$ cat src/rtl/seg7_bcd_scan_display.sv
// rtl/seg7_bcd_scan_display.sv - binary-in, double-dabble BCD, multiplexed 7-segment scanner
// Optional flashing display enabled by defining SEG7_BLINK_EN.
module seg7_bcd_scan_display #(
  parameter int NUM_DIGITS  = 8,
  parameter int BIN_WIDTH   = 16,
  parameter int REFRESH_DIV = 100_000,
  parameter int BLINK_DIV   = 25
) (
  input  logic                  CLK100MHZ,
  input  logic                  reset,
  input  logic [BIN_WIDTH-1:0]  value,
  input  logic                  value_valid,
  output logic                  value_ready,
  input  logic                  blank_lz,
`ifdef SEG7_BLINK_EN
  input  logic                  blink,
`endif
  output logic [6:0]            seg,
  output logic                  dp,
  output logic [NUM_DIGITS-1:0] an
);

  localparam int NIB    = NUM_DIGITS + 1;
  localparam int ACC_W  = NIB * 4;
  localparam int DISP_W = NUM_DIGITS * 4;
  localparam int IDX_W  = (NUM_DIGITS > 1) ? $clog2(NUM_DIGITS) : 1;
  localparam int REF_W  = $clog2(REFRESH_DIV);
  localparam int BIT_W  = $clog2(BIN_WIDTH + 1);

  localparam logic [IDX_W-1:0]      LAST_IDX = IDX_W'(NUM_DIGITS - 1);
  localparam logic [REF_W-1:0]      LAST_REF = REF_W'(REFRESH_DIV - 1);
  localparam logic [BIT_W-1:0]      LAST_BIT = BIT_W'(BIN_WIDTH - 1);
  localparam logic [NUM_DIGITS-1:0] AN_ONE   = NUM_DIGITS'(1);

  localparam logic [6:0] SEG_DASH  = 7'b111_1110;
  localparam logic [6:0] SEG_BLANK = 7'b111_1111;

  generate
    if (NUM_DIGITS < 1 || NUM_DIGITS > 8) begin : g_bad_digits
      $error("NUM_DIGITS out of range");
    end
    if (REFRESH_DIV < 2 || BLINK_DIV < 1) begin : g_bad_div
      $error("REFRESH_DIV must be >= 2 and BLINK_DIV >= 1");
    end
  endgenerate

  typedef enum logic [1:0] {S_IDLE, S_CONV, S_LOAD} state_t;

  state_t                 state, state_next;
  logic [BIN_WIDTH-1:0]   bin_sr;
  logic [ACC_W-1:0]       acc, acc_adj;
  logic                   lost_bit;
  logic [BIT_W-1:0]       bit_cnt;
  logic [DISP_W-1:0]      disp;
  logic                   ovf;
  logic                   accept;

  logic [REF_W-1:0]       ref_cnt;
  logic [IDX_W-1:0]       idx, idx_next;
  logic                   ref_wrap;
  logic [NUM_DIGITS-1:0]  an_q;
  logic [NUM_DIGITS-1:0]  lz;
  logic                   upper_zero;
  logic [3:0]             digit;
  logic [6:0]             seg_next;

  function automatic logic [6:0] bcd_to_seg(input logic [3:0] d);
    case (d)
      4'd0:    bcd_to_seg = 7'b000_0001;
      4'd1:    bcd_to_seg = 7'b100_1111;
      4'd2:    bcd_to_seg = 7'b001_0010;
      4'd3:    bcd_to_seg = 7'b000_0110;
      4'd4:    bcd_to_seg = 7'b100_1100;
      4'd5:    bcd_to_seg = 7'b010_0100;
      4'd6:    bcd_to_seg = 7'b010_0000;
      4'd7:    bcd_to_seg = 7'b000_1111;
      4'd8:    bcd_to_seg = 7'b000_0000;
      4'd9:    bcd_to_seg = 7'b000_0100;
      default: bcd_to_seg = 7'b111_1111;
    endcase
  endfunction

  assign accept = value_valid && value_ready;

  always_ff @(posedge CLK100MHZ or posedge reset) begin
    if (reset) state <= S_IDLE;
    else       state <= state_next;
  end

  always_comb begin
    state_next = state;
    case (state)
      S_IDLE:  if (accept) state_next = S_CONV;
      S_CONV:  if (bit_cnt == LAST_BIT) state_next = S_LOAD;
      S_LOAD:  state_next = S_IDLE;
      default: state_next = S_IDLE;
    endcase
  end

  always_comb begin
    acc_adj = acc;
    for (int i = 0; i < NIB; i++) begin
      if (acc[i*4 +: 4] >= 4'd5) acc_adj[i*4 +: 4] = acc[i*4 +: 4] + 4'd3;
    end
  end

  // Bits pushed past the guard nibble are kept sticky so very large values still read as overflow.
  always_ff @(posedge CLK100MHZ or posedge reset) begin
    if (reset) begin
      bin_sr      <= '0;
      acc         <= '0;
      lost_bit    <= 1'b0;
      bit_cnt     <= '0;
      disp        <= '0;
      ovf         <= 1'b0;
      value_ready <= 1'b1;
    end else begin
      value_ready <= (state_next == S_IDLE);
      case (state)
        S_IDLE: begin
          if (accept) begin
            bin_sr   <= value;
            acc      <= '0;
            lost_bit <= 1'b0;
            bit_cnt  <= '0;
          end
        end
        S_CONV: begin
          bin_sr   <= bin_sr << 1;
          acc      <= {acc_adj[ACC_W-2:0], bin_sr[BIN_WIDTH-1]};
          lost_bit <= lost_bit | acc_adj[ACC_W-1];
          bit_cnt  <= bit_cnt + 1'b1;
        end
        S_LOAD: begin
          disp <= acc[DISP_W-1:0];
          ovf  <= lost_bit | (acc[ACC_W-1 -: 4] != 4'd0);
        end
        default: ;
      endcase
    end
  end

  assign ref_wrap = (ref_cnt == LAST_REF);
  assign idx_next = (idx == LAST_IDX) ? '0 : idx + 1'b1;

  // lz[k]: digit k and every digit above it are zero.
  always_comb begin
    lz         = '0;
    upper_zero = 1'b1;
    for (int k = NUM_DIGITS - 1; k >= 0; k--) begin
      upper_zero = upper_zero && (disp[k*4 +: 4] == 4'd0);
      lz[k]      = upper_zero;
    end
  end

  always_comb begin
    digit = disp[int'(idx_next)*4 +: 4];
    if (ovf)                                          seg_next = SEG_DASH;
    else if (blank_lz && idx_next != '0 && lz[idx_next]) seg_next = SEG_BLANK;
    else                                              seg_next = bcd_to_seg(digit);
  end

  always_ff @(posedge CLK100MHZ or posedge reset) begin
    if (reset) begin
      ref_cnt <= '0;
      idx     <= '0;
      an_q    <= ~AN_ONE;
      seg     <= 7'b000_0001;
    end else if (ref_wrap) begin
      ref_cnt <= '0;
      idx     <= idx_next;
      an_q    <= ~(AN_ONE << idx_next);
      seg     <= seg_next;
    end else begin
      ref_cnt <= ref_cnt + 1'b1;
    end
  end

  assign dp = 1'b1;

`ifdef SEG7_BLINK_EN
  localparam int              BL_W    = (BLINK_DIV > 1) ? $clog2(BLINK_DIV) : 1;
  localparam logic [BL_W-1:0] LAST_BL = BL_W'(BLINK_DIV - 1);

  logic [BL_W-1:0] blink_cnt;
  logic            blink_off;
  logic            frame_wrap;

  assign frame_wrap = ref_wrap && (idx == LAST_IDX);

  always_ff @(posedge CLK100MHZ or posedge reset) begin
    if (reset) begin
      blink_cnt <= '0;
      blink_off <= 1'b0;
    end else if (!blink) begin
      blink_cnt <= '0;
      blink_off <= 1'b0;
    end else if (frame_wrap) begin
      if (blink_cnt == LAST_BL) begin
        blink_cnt <= '0;
        blink_off <= ~blink_off;
      end else begin
        blink_cnt <= blink_cnt + 1'b1;
      end
    end
  end

  assign an = an_q | {NUM_DIGITS{blink & blink_off}};
`else
  assign an = an_q;
`endif

endmodule

$ cat config.mk
export PLATFORM = sky130hd
export DESIGN_NAME = seg7_bcd_scan_display
export DESIGN_NICKNAME = d
export VERILOG_FILES = /design/src/rtl/seg7_bcd_scan_display.sv
export SDC_FILE = /design/constraint.sdc
export NUM_CORES = 1
export LEC_CHECK = 0
export CAP_MARGIN = 20
export CORE_MARGIN = 1.5
export CORE_UTILIZATION = 45
export CTS_BUF_LIST = sky130_fd_sc_hd__clkbuf_4
export CTS_CLUSTER_DIAMETER = 100
export CTS_CLUSTER_SIZE = 28
export DETAILED_ROUTE_END_ITERATION = 10
export DONT_BUFFER_PORTS = 1
export SYNTH_ARGS = -nofsm -noshare
export SYNTH_HDL_FRONTEND = slang
export SYNTH_SLANG_ARGS = --single-unit
export TNS_END_PERCENT = 5
$ cat constraint.sdc
create_clock -name CLK100MHZ -period 5.1 [get_ports CLK100MHZ]
set_input_delay 0.255 -clock CLK100MHZ [delete_from_list [all_inputs] [get_ports CLK100MHZ]]
set_output_delay 0.255 -clock CLK100MHZ [all_outputs]
set_load 0.01 [all_outputs]
==> flow_summary.toml <==
[worst_setup_path]
crit_type = "flip-flop to flip-flop"
required_ps = 5540
crit_path_max_fanout = 28
slowest_stage = "dfrtp_1"
worst-path-buf-inv = 1
crit_cells = 10
crit_family = "adder cells"
crit_chain = "ha_1, ha_1, or2_2, o21ai_0, o32ai_1, inv_1, ha_1, nor3b_1, nor4bb_1, nor3_1"
cp_common_cell = "ha_1"
worst-endpoint-arrival_ps = 4270
worst_setup_path_start_kind = "flip-flop"
r2r_cells = 10
cpPeakStageDelay_ps = 980
end_kind = "flip-flop"

[sta]
finalCriticalPeriod_ps = 3820
clock.fmax_mhz = 262
rsz0062_at_grt = "false"
fin_crit_sh = 0.750
worst_pin_slew_ps = 1060
finalSetupTns_ps = 0
hold_viol_final = 0
skew_ps = 19.9
drv_slew = 0
finalSetupViolCount = 0
setup_slack_ps = 1280
slew_headroom = 0.294

[clock_tree]
insertion_delay_ps = 520
cts_tree = "done"
postCtsHoldBufs = 17
clk_path_buf_depth = 2
postCtsSetupBuffers = 0
cts_buffers = 17
htree_levels = 4
cts.sinks = 129
cts_resized = 0
path_clk_slew_ps = 130
cts_root_buf = "clkbuf_4"

[finish]
finalNonFillerCells = 826
fin_area_mm2 = 0.00708
drive_gt1_frac = 0.127
area_growth_pct = 9.16
final_nets = 683
antenna_cells = 0

[synthesis]
synth-edff-count = 0
yosysMostFrequentCell = "dfrtp_1"
yosysSeqAreaShare = 0.500
synth-compound-area-share = 0.178
synth_top_flop_cell = "dfrtp_1"
synthAdderAreaFrac = 0.0579
yosys.area_share.simple = 0.133
ys_ff_latch = 129
async_flop_share = 1.00
synth_mux_area_frac = 0.0451
synth_xor_area_frac = 0.0405
avgSynthCellArea_um2 = 10.4
synth_top_family_by_area = "compound AO/OA/AOI/OAI gates"
synthTopCellsByArea = "dfrtp_1 46%, ha_1 5.8%, o21ai_0 3.8%, dfstp_2 3.6%, mux2_2 3.1%"
synth_top_area_cell = "dfrtp_1"
synthDistinctLibCells = 59
synth_common_cells = "120 x dfrtp_1, 49 x o21ai_0, 44 x nor2_1, 43 x nand2_1, 42 x inv_1"
postSynthCellCount = 621
post-synth-top-area-fraction = 0.463
yosys_warnings = 0
syn-num-nets = 671
netlist_area_mm2 = 0.00648

[global_route]
grt.overflow.total = 0
grt_antenna_before_repair = 0
track_usage = 0.196
grt_pass1_vias = 4691
grt_max_degree = 69
grt_pass1_wl_mm = 23.3

[placement]
io_buffers = 0
placed_area_mm2 = 0.00664
dpl.cell_count = 776
gp_congestion = 0.839
post-place-ws_ps = 1360
place_hpwl_mm = 9.30

[route]
finalWirelength_mm = 13.6
via_per_inst = 5.73
first_pass_iters = 7
postRouteAntennaNets = 0
drt_iter0_drc = 403
vias = 4731
route.detailed.drc = 0
post_drt_wl_per_cell_um = 16.5

[floorplanning]
coreArea_mm2 = 0.0140
dieArea_mm2 = 0.0151
die_y_um = 123
pin_count = 37
initial_core_util = 0.464
die_x_um = 123
num_rows = 43

[power_and_ir_drop]
power.density_mw_per_mm2 = 482
leakage_uw = 0.00314
p_total_uw = 3410
ir_drop_uv = 311

[worst_hold_path]
min_path_cells = 4
hold_path.class = "input port to flip-flop"

[status]
outcome = "completed"

[job]
max_cap_viol_count = 0
-- worst min-delay path: stages --
cell	delay (ps)
nand2_1	60
nor3_2	50
a222oi_1	200
inv_1	60
-- logic make-up (layout without fill, tap and decap cells) --
family,count (synthesis),after routing
simple gates,166,166
compound gates,165,165
flops,129,129
buf+inv,73,98
fa+ha+maj,30,30
xor+xnor,30,30
mux,27,27
other cells,1,1
-- layout make-up --
| cell class | instances | area, um^2 |
|---|---|---|
| Clock inverter | 15 | 135 |
| Sequential cell | 129 | 3240 |
| Inverter | 42 | 160 |
| Fill cell | 1315 | 6910 |
| Clock buffer | 17 | 128 |
| Timing Repair Buffer | 24 | 226 |
| Multi-Input combinational cell | 419 | 2970 |
| Tap cell | 180 | 225 |
-- layout by cell type, fill, tap and decap left out, types with 6 or more instances in the layout --
master         synthesis  routed
a31oi_1                8       8
dfstp_2                9       9
xor2_1                12      12
nor3_1                10       9
dlygate4sd3_1          0      17
mux2i_1                9       9
ha_1                  30      30
clkbuf_4               0      17
o22ai_1               15      15
nand2_1               43      43
buf_4                  1       6
nand2b_1              13      13
nand3_1                7       7
nor2_1                44      43
dfrtp_1              120     120
xnor2_1               18      18
o32ai_1                8       8
inv_1                 42      41
mux2_2                18      18
o31ai_1               10      10
a21oi_1               32      32
nor4_1                 6       6
o21ai_0               49      49
a222oi_1              15      15
a32o_1                10      10
-- metal layers --
layer | track usage | up-vias | share of wire
li1 | - | 2285 | -
met1 | 0.272 | 2367 | 0.49
met2 | 0.307 | 71 | 0.47
met3 | 0.0554 | 8 | 0.038
met4 | 0.0467 | 0 | 0.0069
met5 | 0 | - | 0
-- where the power goes --
group	switching, uW	leakage [uW]	total, uW	internal (uW)
clock network	397	0.000136	643	246
registers	246	0.00166	1530	1290
logic	706	0.00135	1240	532
-- through the flow --
| stage | utilization | hold WS [ps] |
|---|---|---|
| after floorplan | - | 376 |
| after global placement | 0.474 | 304 |
| after detailed placement | 0.474 | 313 |
| after CTS | 0.505 | 86.1 |
| after global routing | 0.506 | 100 |
| final | 0.506 | 152 |
-- worst paths after layout --
check	end	startpoint	slack, ps
max reg2reg	seg[0]$_DFFE_PP1N_	idx[0]$_DFFE_PP0N_	1280
max	seg[0]$_DFFE_PP1N_	idx[0]$_DFFE_PP0N_	1280
min in group asynchronous	ref_cnt[0]$_DFF_PP0_	reset	330
max in group asynchronous	acc[12]$_DFFE_PP0P_	reset	3430
min	bin_sr[12]$_DFFE_PP0P_	value_valid	150
min reg2reg	ref_cnt[4]$_DFF_PP0_	ref_cnt[4]$_DFF_PP0_	490
-- sequential cells by signal, summed over array words and instances, names as in the netlist --
| signal | flops |
|---|---|
| acc | 36 |
| an | 8 |
| bin_sr | 16 |
| bit_cnt | 5 |
| disp | 32 |
| idx | 3 |
| lost_bit | 1 |
| ovf | 1 |
| ref_cnt | 17 |
| seg | 7 |
| state | 2 |
| value_ready | 1 |
No activity file was read; power rests on OpenSTA's default activity.
